**config.mk**
```make
export PLATFORM = sky130hd
export DESIGN_NAME = reg_write_port
export DESIGN_NICKNAME = d
export VERILOG_FILES = /design/src/rtl/regfile_pkg.sv /design/src/rtl/reg_write_port_decoder.sv /design/src/rtl/reg_write_port.sv
export SDC_FILE = /design/constraint.sdc
export NUM_CORES = 1
export LEC_CHECK = 0
export CORE_ASPECT_RATIO = 1.25
export CORE_MARGIN = 5
export CORE_UTILIZATION = 50
export CTS_CLUSTER_DIAMETER = 200
export DETAILED_ROUTE_END_ITERATION = 8
export PLACE_DENSITY = 0.88
export SETUP_SLACK_MARGIN = 0.5
export SYNTH_ARGS = -nofsm -noshare
export SYNTH_HDL_FRONTEND = slang
export SYNTH_SLANG_ARGS = --single-unit
```
**constraint.sdc**
```tcl
create_clock -name clk -period 15.3 [get_ports clk]
set_input_delay 3.06 -clock clk [delete_from_list [all_inputs] [get_ports clk]]
set_output_delay 3.06 -clock clk [all_outputs]
set_load 0.02 [all_outputs]
```
**src/rtl/regfile_pkg.sv**
```systemverilog
// regfile_pkg: shared register-file constants for the write port.
package regfile_pkg;
    localparam int NUM_REGS   = 32;
    localparam int ADDR_W     = 5;
    localparam int ZERO_REG   = 31;
    localparam int FIFO_DEPTH = 2;
    typedef logic [ADDR_W-1:0] addr_t;
endpackage

```
**src/rtl/reg_write_port_decoder.sv**
```systemverilog
// decoder_5to32: one-hot register select, all zeros when disabled.
module decoder_5to32
    import regfile_pkg::*;
(
    input  logic [ADDR_W-1:0]   sel,
    input  logic                en,
    output logic [NUM_REGS-1:0] out
);
    assign out = en ? (NUM_REGS'(1) << sel) : '0;
endmodule

```
**src/rtl/reg_write_port.sv**
```systemverilog
// reg_write_port: 2-entry in-order write queue in front of the register array,
// with a per-register pending mask; register 31 writes retire silently.
module reg_write_port
    import regfile_pkg::*;
#(
    parameter int WIDTH = 64
) (
    input  logic                clk,
    input  logic                reset,
    input  logic                in_valid,
    output logic                in_ready,
    input  logic [ADDR_W-1:0]   in_addr,
    input  logic [WIDTH-1:0]    in_data,
    input  logic                stall,
    output logic [NUM_REGS-1:0] we_onehot,
    output logic [WIDTH-1:0]    we_data,
    output logic [NUM_REGS-1:0] pending
);
    addr_t               r_addr [FIFO_DEPTH];
    logic [WIDTH-1:0]    r_data [FIFO_DEPTH];
    logic                r_head;
    logic                r_tail;
    logic [1:0]          r_count;
    logic                w_push;
    logic                w_pop;
    logic [FIFO_DEPTH-1:0] w_valid;
    logic [NUM_REGS-1:0] w_dec [FIFO_DEPTH];

    assign in_ready = r_count < 2'(FIFO_DEPTH);
    assign w_push   = in_valid && in_ready;
    assign w_pop    = (r_count != 2'd0) && !stall;
    assign we_data  = (r_count != 2'd0) ? r_data[r_head] : '0;

    decoder_5to32 u_we_dec (
        .sel (r_addr[r_head]),
        .en  (w_pop && r_addr[r_head] != addr_t'(ZERO_REG)),
        .out (we_onehot)
    );

    for (genvar g = 0; g < FIFO_DEPTH; g++) begin : g_pend
        assign w_valid[g] = (r_count == 2'd2) || (r_count != 2'd0 && r_head == 1'(g));
        decoder_5to32 u_pend_dec (
            .sel (r_addr[g]),
            .en  (w_valid[g] && r_addr[g] != addr_t'(ZERO_REG)),
            .out (w_dec[g])
        );
    end

    always_comb begin
        pending = '0;
        for (int i = 0; i < FIFO_DEPTH; i++) pending = pending | w_dec[i];
    end

    always_ff @(posedge clk) begin
        if (reset) begin
            r_head  <= 1'b0;
            r_tail  <= 1'b0;
            r_count <= 2'd0;
        end else begin
            if (w_push) begin
                r_addr[r_tail] <= in_addr;
                r_data[r_tail] <= in_data;
            end
            r_tail  <= r_tail ^ w_push;
            r_head  <= r_head ^ w_pop;
            r_count <= r_count + 2'(w_push) - 2'(w_pop);
        end
    end
endmodule

```
# After elaboration in Yosys (flattened, before gate mapping)
# Memory sizes are Yosys's and may differ from the RTL's. A register that Yosys moved wholly into a read port is not among the register bits.
# Index checks and enable logic that the tools add are counted.
[totals]
regBits = 4
ramBits = 138
input_bits = 73
out_inout_bits = 129
word_cells = 39
mem_count = 2
[memory_table]
columns = ["memory", "words", "width", "rd", "rd_ports_with_merged_regs", "wr", "line", "rtl"]
rows = [
  ["r_data", 2, 64, 1, 1, 1, "reg_write_port.sv:20", "logic [WIDTH-1:0] r_data [FIFO_DEPTH];"],
  ["r_addr", 2, 5, 3, 1, 1, "reg_write_port.sv:19", "addr_t r_addr [FIFO_DEPTH];"],
]
[op_classes]
add_sub_neg = 2
magnitude_cmp = 1
n_eq_ne = 4
shift = 3
muxes = 9
n_bitwise = 4
reduce_logical = 11
[op_table]
columns = ["operator", "n"]
rows = [
  ["$mux 32", 3],
  ["$shl 1x5->32 const A", 3],
  ["$mux 64", 1],
  ["$or 32x32->32", 1],
  ["$ne 5x5->1 const B", 3],
  ["$logic_and 1x1->1", 7],
  ["$mux 1", 5],
  ["$add 2x1->2", 1],
  ["$eq 2x2->1 const B", 1],
  ["$logic_or 1x1->1", 2],
  ["$lt 2x2->1 const B", 1],
  ["$reduce_bool 2->1", 1],
  ["$sub 2x1->2", 1],
  ["$xor 1x1->1", 2],
  ["$logic_not 1->1", 1],
  ["$not 1->1", 1],
]

# Depth between registers and ports, before layout
# Gate-level depths: netlist of the first run.
[depth]
depth_word = 6
ltp_mapped = 8
mapped_depth_nobuf = 7

# Hierarchy
# From an unflattened synthesis of the first run, not the netlist that was laid out.
[unflattened]
cells_unflattened = 494
hier_area_um2 = 6376.1
[by_module_without_submodules]
columns = ["module", "n_inst", "cells_per_inst", "area_per_inst_um2", "seq_area_each_um2"]
rows = [
  ["reg_write_port", 1, 353, 5674.2, 4224.1],
  ["decoder_5to32", 3, 47, 234.0, 0.0],
]

# Worst setup path before layout of the first run
# Ideal clock, no wire load.
[synth_timing]
path_kind = "input -> register"
from = "input in_valid"
to = "memory r_addr[1][0] in the netlist's numbering (enable)"
setup_time_ns = 0.595
arrival_ns = 8.249
required_time_ns = 14.705
slack_ns = 6.456
stages = 2
n_path_buf = 0
cell_sequence = "nand2b_1 -> nor3b_1"
[synth_via]
elab_chain_cells = 4
[synth_rtl]
columns = ["item", "line", "rtl"]
rows = [
  ["start: declaration", "reg_write_port.sv:10", "input logic in_valid,"],
  ["$logic_and 1x1->1", "reg_write_port.sv:30", "assign w_push = in_valid && in_ready;"],
  ["$mux 1", "reg_write_port.sv:60", "if (w_push) begin"],
  ["$mux 1", "reg_write_port.sv:55", "if (reset) begin"],
  ["$mux 1 (implied by the code)", "reg_write_port.sv:61", "r_addr[r_tail] <= in_addr;"],
  ["end: declaration", "reg_write_port.sv:19", ""],
]
# No other way between the ends.

# Final worst setup path of the first run
[layout_timing]
from = "input stall"
to = "output we_onehot[13]"
[layout_via]
elab_chain_cells = 4
[layout_rtl]
columns = ["item", "line", "rtl"]
rows = [
  ["start: declaration", "reg_write_port.sv:14", "input logic stall,"],
  ["$logic_not 1->1", "reg_write_port.sv:31", "assign w_pop = (r_count != 2'd0) && !stall;"],
  ["$logic_and 1x1->1", "reg_write_port.sv:31", ""],
  ["$logic_and 1x1->1", "reg_write_port.sv:36", ".en (w_pop && r_addr[r_head] != addr_t'(ZERO_REG)),"],
  ["$mux 32", "reg_write_port_decoder.sv:9", "assign out = en ? (NUM_REGS'(1) << sel) : '0;"],
  ["end: declaration", "reg_write_port.sv:15", "output logic [NUM_REGS-1:0] we_onehot,"],
]
# No other way between the ends.

==> results of run 1 <==
critical path: stages:
cell,delay (ns)
sky130_fd_sc_hd__clkdlybuf4s50_1,0.39
sky130_fd_sc_hd__o21ba_2,0.41
sky130_fd_sc_hd__o211ai_1,0.23
sky130_fd_sc_hd__nor2_1,0.18
sky130_fd_sc_hd__clkdlybuf4s50_1,0.64
power by group:
part / leakage (nW) / internal (mW) / switching (mW)
clock: 0.263 / 0.236 / 0.150
sequential: 1.30 / 0.471 / 0.0343
combinational: 1.31 / 0.206 / 0.269
cell type report:
| class | count | area share |
|---|---|---|
| flip-flops and latches | 142 | 0.4751 |
| repair buffers | 203 | 0.2272 |
| multi-input cells | 273 | 0.2105 |
| clock buffers | 18 | 0.04823 |
| well taps | 164 | 0.02306 |
| clock inverters | 12 | 0.01378 |
| inverters | 5 | 0.002109 |
worst max-delay path by stage:
stage / slack [ns] / cells after the start / endpoint / start
after global placement: 7.43 / 5 / we_onehot[1] / stall
after CTS: 7.34 / 5 / we_onehot[13] / stall
final: 7.32 / 5 / we_onehot[13] / stall
after detailed placement: 7.34 / 5 / we_onehot[13] / stall
after floorplan: 6.46 / 2 / r_addr[1][0] / in_valid
after global routing: 7.27 / 5 / we_onehot[13] / stall
state kept, by name, indices dropped and copies added (netlist names):
register,cells
r_addr,10
r_count,2
r_data,128
r_head,1
r_tail,1
routing by layer:
layer | GRT usage | vias to the layer above
met3 | 0.08155 | 34
met1 | 0.2467 | 2235
li1 | - | 2081
met5 | 0 | -
met2 | 0.4005 | 254
met4 | 0.08966 | 0
cells by family (layout without fill, tap and decap cells):
group	count (synthesis)	count (layout)	share of synthesized area
other	1	2	0.0005956
muxes	67	67	0.1089
xor gates and xnor gates	4	4	0.005565
buffers and inverters	36	238	0.03498
DFF	142	142	0.6709
adders and majority gates	2	2	0.003974
AOI/OAI and AO/OA	55	55	0.07134
and+or+nand+nor	143	143	0.1037
through the flow:
stage | util | hold slack (ns) | cells | setup WS, ns
floorplan | - | 0.4939 | 451 | 6.456
global placement | 0.6800 | 0.5272 | 787 | 7.429
detailed placement | 0.6800 | 0.6261 | 787 | 7.338
CTS | 0.7250 | 0.6489 | 817 | 7.337
global route | 0.7250 | 0.6783 | 817 | 7.266
finish | 0.7250 | 0.6365 | 817 | 7.319
cells in the final DEF (no fill, tap or decap), types with 3 or more instances in the layout:
cell type,synthesis,routed
sky130_fd_sc_hd__inv_1,5,5
sky130_fd_sc_hd__and3b_1,3,3
sky130_fd_sc_hd__buf_4,8,4
sky130_fd_sc_hd__nor2_1,104,103
sky130_fd_sc_hd__edfxtp_1,138,138
sky130_fd_sc_hd__clkdlybuf4s50_1,0,199
sky130_fd_sc_hd__o32ai_1,15,15
sky130_fd_sc_hd__nand2_1,7,7
sky130_fd_sc_hd__clkinvlp_4,0,3
sky130_fd_sc_hd__o22ai_1,14,14
sky130_fd_sc_hd__xnor2_1,3,3
sky130_fd_sc_hd__o211ai_1,9,9
sky130_fd_sc_hd__nor2b_1,3,3
sky130_fd_sc_hd__nand3b_1,5,5
sky130_fd_sc_hd__clkbuf_16,0,17
sky130_fd_sc_hd__dfxtp_1,4,3
sky130_fd_sc_hd__clkinv_2,0,3
sky130_fd_sc_hd__mux2i_1,64,64
sky130_fd_sc_hd__nand2b_1,4,4
sky130_fd_sc_hd__nor3b_1,5,4
==> metrics, run 1 <==
flops & latches, synth=142; Synth area leader=sky130_fd_sc_hd__edfxtp_1; worst r2r src=r_count[1]; Final nets=717; final max-slew violation count=0; Yosys warning total=0; overall overflow remaining after global route=0; Hold EP=r_tail; Tmin final=7.981 ns; CORE AREA=0.01227 mm^2; FF-to-FF End=r_data[1][8]; length in cells of the worst reg-to-reg path=3; clock-pin transition on the worst setup and hold timing paths=0.06 ns; number of ports placed on the die boundary=202; total of cells resized after clock tree synthesis=0; ratio of total power to cell area=153.4 mW/mm^2; number of diodes added for antenna fixing=0; hold bufs inserted after CTS=0; total area of multi-input combinational cells=0.001873 mm^2; layout cell share with drive strength beyond 1=0.07504; Final period util=0.5216; length of routed met3 wiring=1698 um; metal2 WL=8814 um; number of antenna violations at the first check in global routing=0; setup_tns=0 ns; mean number of vias per cell=5.635; buffers inserted by post-CTS timing repair=0; worst slew pin tran=0.9498 ns; count of H-tree levels built during CTS=4; Post-DRT Antenna Nets=0; gate count after technology mapping=450; DRC Markers=0; area added between synthesis and finish=41.34%; CTS Buffer Depth=2; global-route wire length before repair=25500 um; required time reported for the critical path endpoint=12.24 ns; Peak supply drop=0.0001207 V; Initial Util=0.5129; total track usage=0.2277; met1 wire length=6035 um; area share of the largest cell type after synthesis=0.6582; number of failing setup endpoints in the final timing report=0; cts bufs inserted=17; slack of the worst reg-to-reg path=13.29 ns; Synth area leaders=sky130_fd_sc_hd__edfxtp_1 (66%), sky130_fd_sc_hd__mux2i_1 (10%), sky130_fd_sc_hd__nor2_1 (6.2%); Hold Path Stages=2; HPWL Detailed=11580 um; maximum frequency from static timing analysis=0.1253 GHz; TritonCTS Sinks=142; Iter 0 DRT Violations=378; Avg Cell Area, Syn=13.99 um^2; root buffer cell=sky130_fd_sc_hd__clkbuf_16; insertion delay to the later sink of the worst-skew pair=0.42 ns; most frequently used cell type in the post-synthesis netlist=sky130_fd_sc_hd__edfxtp_1; ys async rst share=0; crit end category=primary output; Routed wire per std cell=20.84 um; final clock skew=0.007749 ns; Synth Flop Type=sky130_fd_sc_hd__edfxtp_1; post-route standard cell area excluding fillers=0.008899 mm^2; gp weighted congestion=1.010; Filler Cell Count=805; leading post-synthesis cells by instance count=sky130_fd_sc_hd__edfxtp_1 (138), sky130_fd_sc_hd__nor2_1 (104), sky130_fd_sc_hd__mux2i_1 (64); Crit Path Max Fanout=10; worst slew slack as a fraction of its limit=0.3668; uppermost metal layer occupied by signal nets=met4; Total Power Consumption=1.365 mW; data arrival time at the worst-slack endpoint=4.92 ns; full die area=0.01495 mm^2; RSZ-0062 raised after global routing=no; number of buffers added on ports=199; clock tree from TritonCTS=built; pin count of the biggest net entering global routing=70; number of global-route vias before repair=4777; Cell Area, Placed=0.008347 mm^2; routed wire length=17030 um; sequential share of the synthesized area=0.6709; Max Cap Violations=0; total via count in the routed design=4604; first drt pass iteration count=5; WS Path Type=in -> out; count of flip-flops with a built-in enable after synthesis=138; Leakage=2.865 nW; die span in x=110.4 um; row cnt=45; startpoint of the lowest-slack hold path=r_tail; startpoint kind of the worst setup timing path=input pin; die height=135.5 um; sequential cell area in the final layout=0.004228 mm^2; result of the run=finished clean; total standard cell area after synthesis=0.006296 mm^2; number of hold violations in the final report=0; count of distinct cell types in the synthesized netlist=45; Tightest Hold Check Type=reg -> reg
Note: power is estimated with default switching activity, not from simulation.
==> run 2: changes to the inputs <==
--- a/config.mk
+++ b/config.mk
@@ -7,10 +7,10 @@
 export LEC_CHECK = 0
 export CORE_ASPECT_RATIO = 1.25
 export CORE_MARGIN = 5
-export CORE_UTILIZATION = 50
+export CORE_UTILIZATION = 42
 export CTS_CLUSTER_DIAMETER = 200
 export DETAILED_ROUTE_END_ITERATION = 8
-export PLACE_DENSITY = 0.88
+export PLACE_DENSITY = 0.79
 export SETUP_SLACK_MARGIN = 0.5
 export SYNTH_ARGS = -nofsm -noshare
 export SYNTH_HDL_FRONTEND = slang
==> constraint.sdc (replaced) <==
create_clock -name clk -period 6.6 [get_ports clk]
set_input_delay 1.32 -clock clk [delete_from_list [all_inputs] [get_ports clk]]
set_output_delay 1.32 -clock clk [all_outputs]
set_load 0.02 [all_outputs]
==> run 2 against run 1 <==
Effect of this change:
- global-route usage is 4.7 points lower
- cell count is 2.3% higher
- clock power grew to 2.6 times the previous value
- sequential power is 130% higher
- via count is 2.5% lower
- largest power group unchanged
==> metrics, run 2 (synthesis gave the netlist of run 1 again) <==
result of the run=finished clean; routed wire length=16360 um (-4.0%); slowest stage cell, crit path=sky130_fd_sc_hd__clkdlybuf4s50_1; flip-flop count of the largest register after layout=128 (unchanged); Worst path max stage delay=0.63 ns (about the same); count of buffer and inverter cells on the critical path=2 (unchanged); required time reported for the critical path endpoint=5.28 ns (-6.96 ns); Cell Area, Placed=0.008382 mm^2 (+0.42%); Peak supply drop=0.0002569 V (+110%); number of antenna violations at the first check in global routing=0 (unchanged); count of H-tree levels built during CTS=4 (unchanged); row cnt=50 (+11%); most flop-heavy register=r_data; Reg power frac=0.362 (-0.008); ratio of total power to cell area=361.4 mW/mm^2 (+140%); layout cell share with drive strength beyond 1=0.07798 (+0.002943); HPWL Detailed=11330 um (-2.1%); global-route wire length before repair=25030 um (-1.9%); worst slew slack as a fraction of its limit=0.3388 (-0.02803); leading cell types in the layout, fill and taps excluded=sky130_fd_sc_hd__clkdlybuf4s50_1 (199), sky130_fd_sc_hd__edfxtp_1 (138), sky130_fd_sc_hd__nor2_1 (103); most common cell after layout, fill and taps aside=sky130_fd_sc_hd__clkdlybuf4s50_1; clock tree from TritonCTS=built; Final period util=0.6735; startpoint kind of the worst setup timing path=input pin; total of cells resized after clock tree synthesis=0 (unchanged); mean number of vias per cell=5.368 (-4.7%); die height=146.9 um (+8.4%); cts bufs inserted=17 (unchanged); number of diodes added for antenna fixing=0 (unchanged); worst r2r src=r_count[1]; hold bufs inserted after CTS=0 (unchanged); total track usage=0.1809 (-0.04678); Worst Setup SP=stall; Post-DRT Antenna Nets=0 (unchanged); RSZ-0062 raised after global routing=no; Initial Util=0.4246 (-0.08830); switching pwr=1.048 mW (+130%); final max-slew violation count=0 (unchanged); slack of the worst reg-to-reg path=4.50 ns (-8.79 ns); internal power of the cells=2.204 mW (+140%); full die area=0.01755 mm^2 (+17%); number of ports placed on the die boundary=202 (unchanged); area added between synthesis and finish=42.95%; combinational power share=0.332 (-0.015); insertion delay to the later sink of the worst-skew pair=0.40 ns (-0.02 ns); FF-to-FF End=r_data[1][63]; placed cells=805 (+2.3%); root buffer cell=sky130_fd_sc_hd__clkbuf_16; gp weighted congestion=0.9027 (-11%); Iter 0 DRT Violations=373 (-1.3%); worst setup path end=we_onehot[17]; cell breakdown of the critical path=clkdlybuf4s50_1, o21ba_2, o211ai_1, nor2_1, clkdlybuf4s50_1; switching share of total power=0.3223 (-0.009347); crit end category=primary output; number of hold violations in the final report=0 (unchanged); worst hold-check slack=0.6295 ns (-0.006971 ns); pin count of the biggest net entering global routing=70 (unchanged); die span in x=119.5 um (+8.3%); filler-free cell count of the finished design=836 (+2.3%); cell family with the largest share of critical-path delay=buffers and inverters; TritonCTS Sinks=142 (unchanged); Crit Path Max Fanout=10 (unchanged); clock network fraction of total power=0.306 (+0.023); cell occurring most often along the worst timing path=sky130_fd_sc_hd__clkdlybuf4s50_1; length in cells of the worst reg-to-reg path=3 (unchanged); final clock skew=0.006401 ns (-0.001349 ns); number of global-route vias before repair=4670 (-2.2%); first drt pass iteration count=6 (+1); Leakage=2.906 nW (+1.4%); data arrival time at the worst-slack endpoint=3.13 ns (-1.79 ns); Worst Setup Slack post-DPL=2.142 ns (-5.196 ns); Final nets=717 (unchanged); clock-pin transition on the worst setup and hold timing paths=0.06 ns (about the same); Tightest Hold Check Type=reg -> reg; WS Path Type=in -> out; registers with the most flip-flops=r_data x128, r_addr x10, r_count x2; Tmin final=4.445 ns; CTS Buffer Depth=2 (unchanged); maximum frequency from static timing analysis=0.2250 GHz; setup_tns=0 ns (unchanged); number of buffers added on ports=199 (unchanged); post-route standard cell area excluding fillers=0.009000 mm^2 (+1.1%); Max Cap Violations=0 (unchanged); Routed wire per std cell=19.57 um (-6.1%); CORE AREA=0.01483 mm^2 (+21%); buffers inserted by post-CTS timing repair=0 (unchanged); Worst Setup Slack, final=2.155 ns (-5.165 ns); worst slew pin tran=0.9895 ns (+0.03970 ns); DRC Markers=0 (unchanged); Final Util=0.6070 (-0.1180); Total Power Consumption=3.253 mW (+140%); number of logic stages on the critical path including buffering=5 (unchanged); total via count in the routed design=4488 (-2.5%); overall overflow remaining after global route=0 (unchanged); number of failing setup endpoints in the final timing report=0 (unchanged)
## run 2: layout make-up
cell class              instances  area (um^2)
well taps                     182        227.7
inverters                       5        18.77
clock buffers                  19        432.9
multi-input cells             273         1886
flip-flops and latches        142         4228
fillers                      1152         5827
clock inverters                12        185.2
repair buffers                203         2022
## run 2: power groups by stage
stage	clock, mW	sequential (mW)	combinational, mW
floorplan	0	1.13	0.699
global placement	0	1.19	1.07
detailed placement	0	1.19	1.09
CTS	1.02	1.18	1.09
global route	1.05	1.19	1.15
finish	0.996	1.18	1.08
## run 2: worst min path at each step
stage	cells past startpoint	slack (ns)	endpoint	start
floorplan	2	0.51	r_tail	r_tail
global placement	2	0.58	r_tail	r_tail
detailed placement	2	0.61	r_tail	r_tail
CTS	2	0.64	r_tail	r_tail
global route	2	0.66	r_tail	r_tail
finish	2	0.63	r_tail	r_tail
## run 2: tightest hold or removal path, cell delays in order (launching register included)
cell and delay (ns):
sky130_fd_sc_hd__dfxtp_1 0.41, sky130_fd_sc_hd__xor2_1 0.10, sky130_fd_sc_hd__nor2_1 0.08
## run 2: layer usage
metal / GRT usage / share of wire
met1: 0.1960 / 0.38
met2: 0.3241 / 0.51
met3: 0.06007 / 0.078
met4: 0.07278 / 0.030
met5: 0 / 0
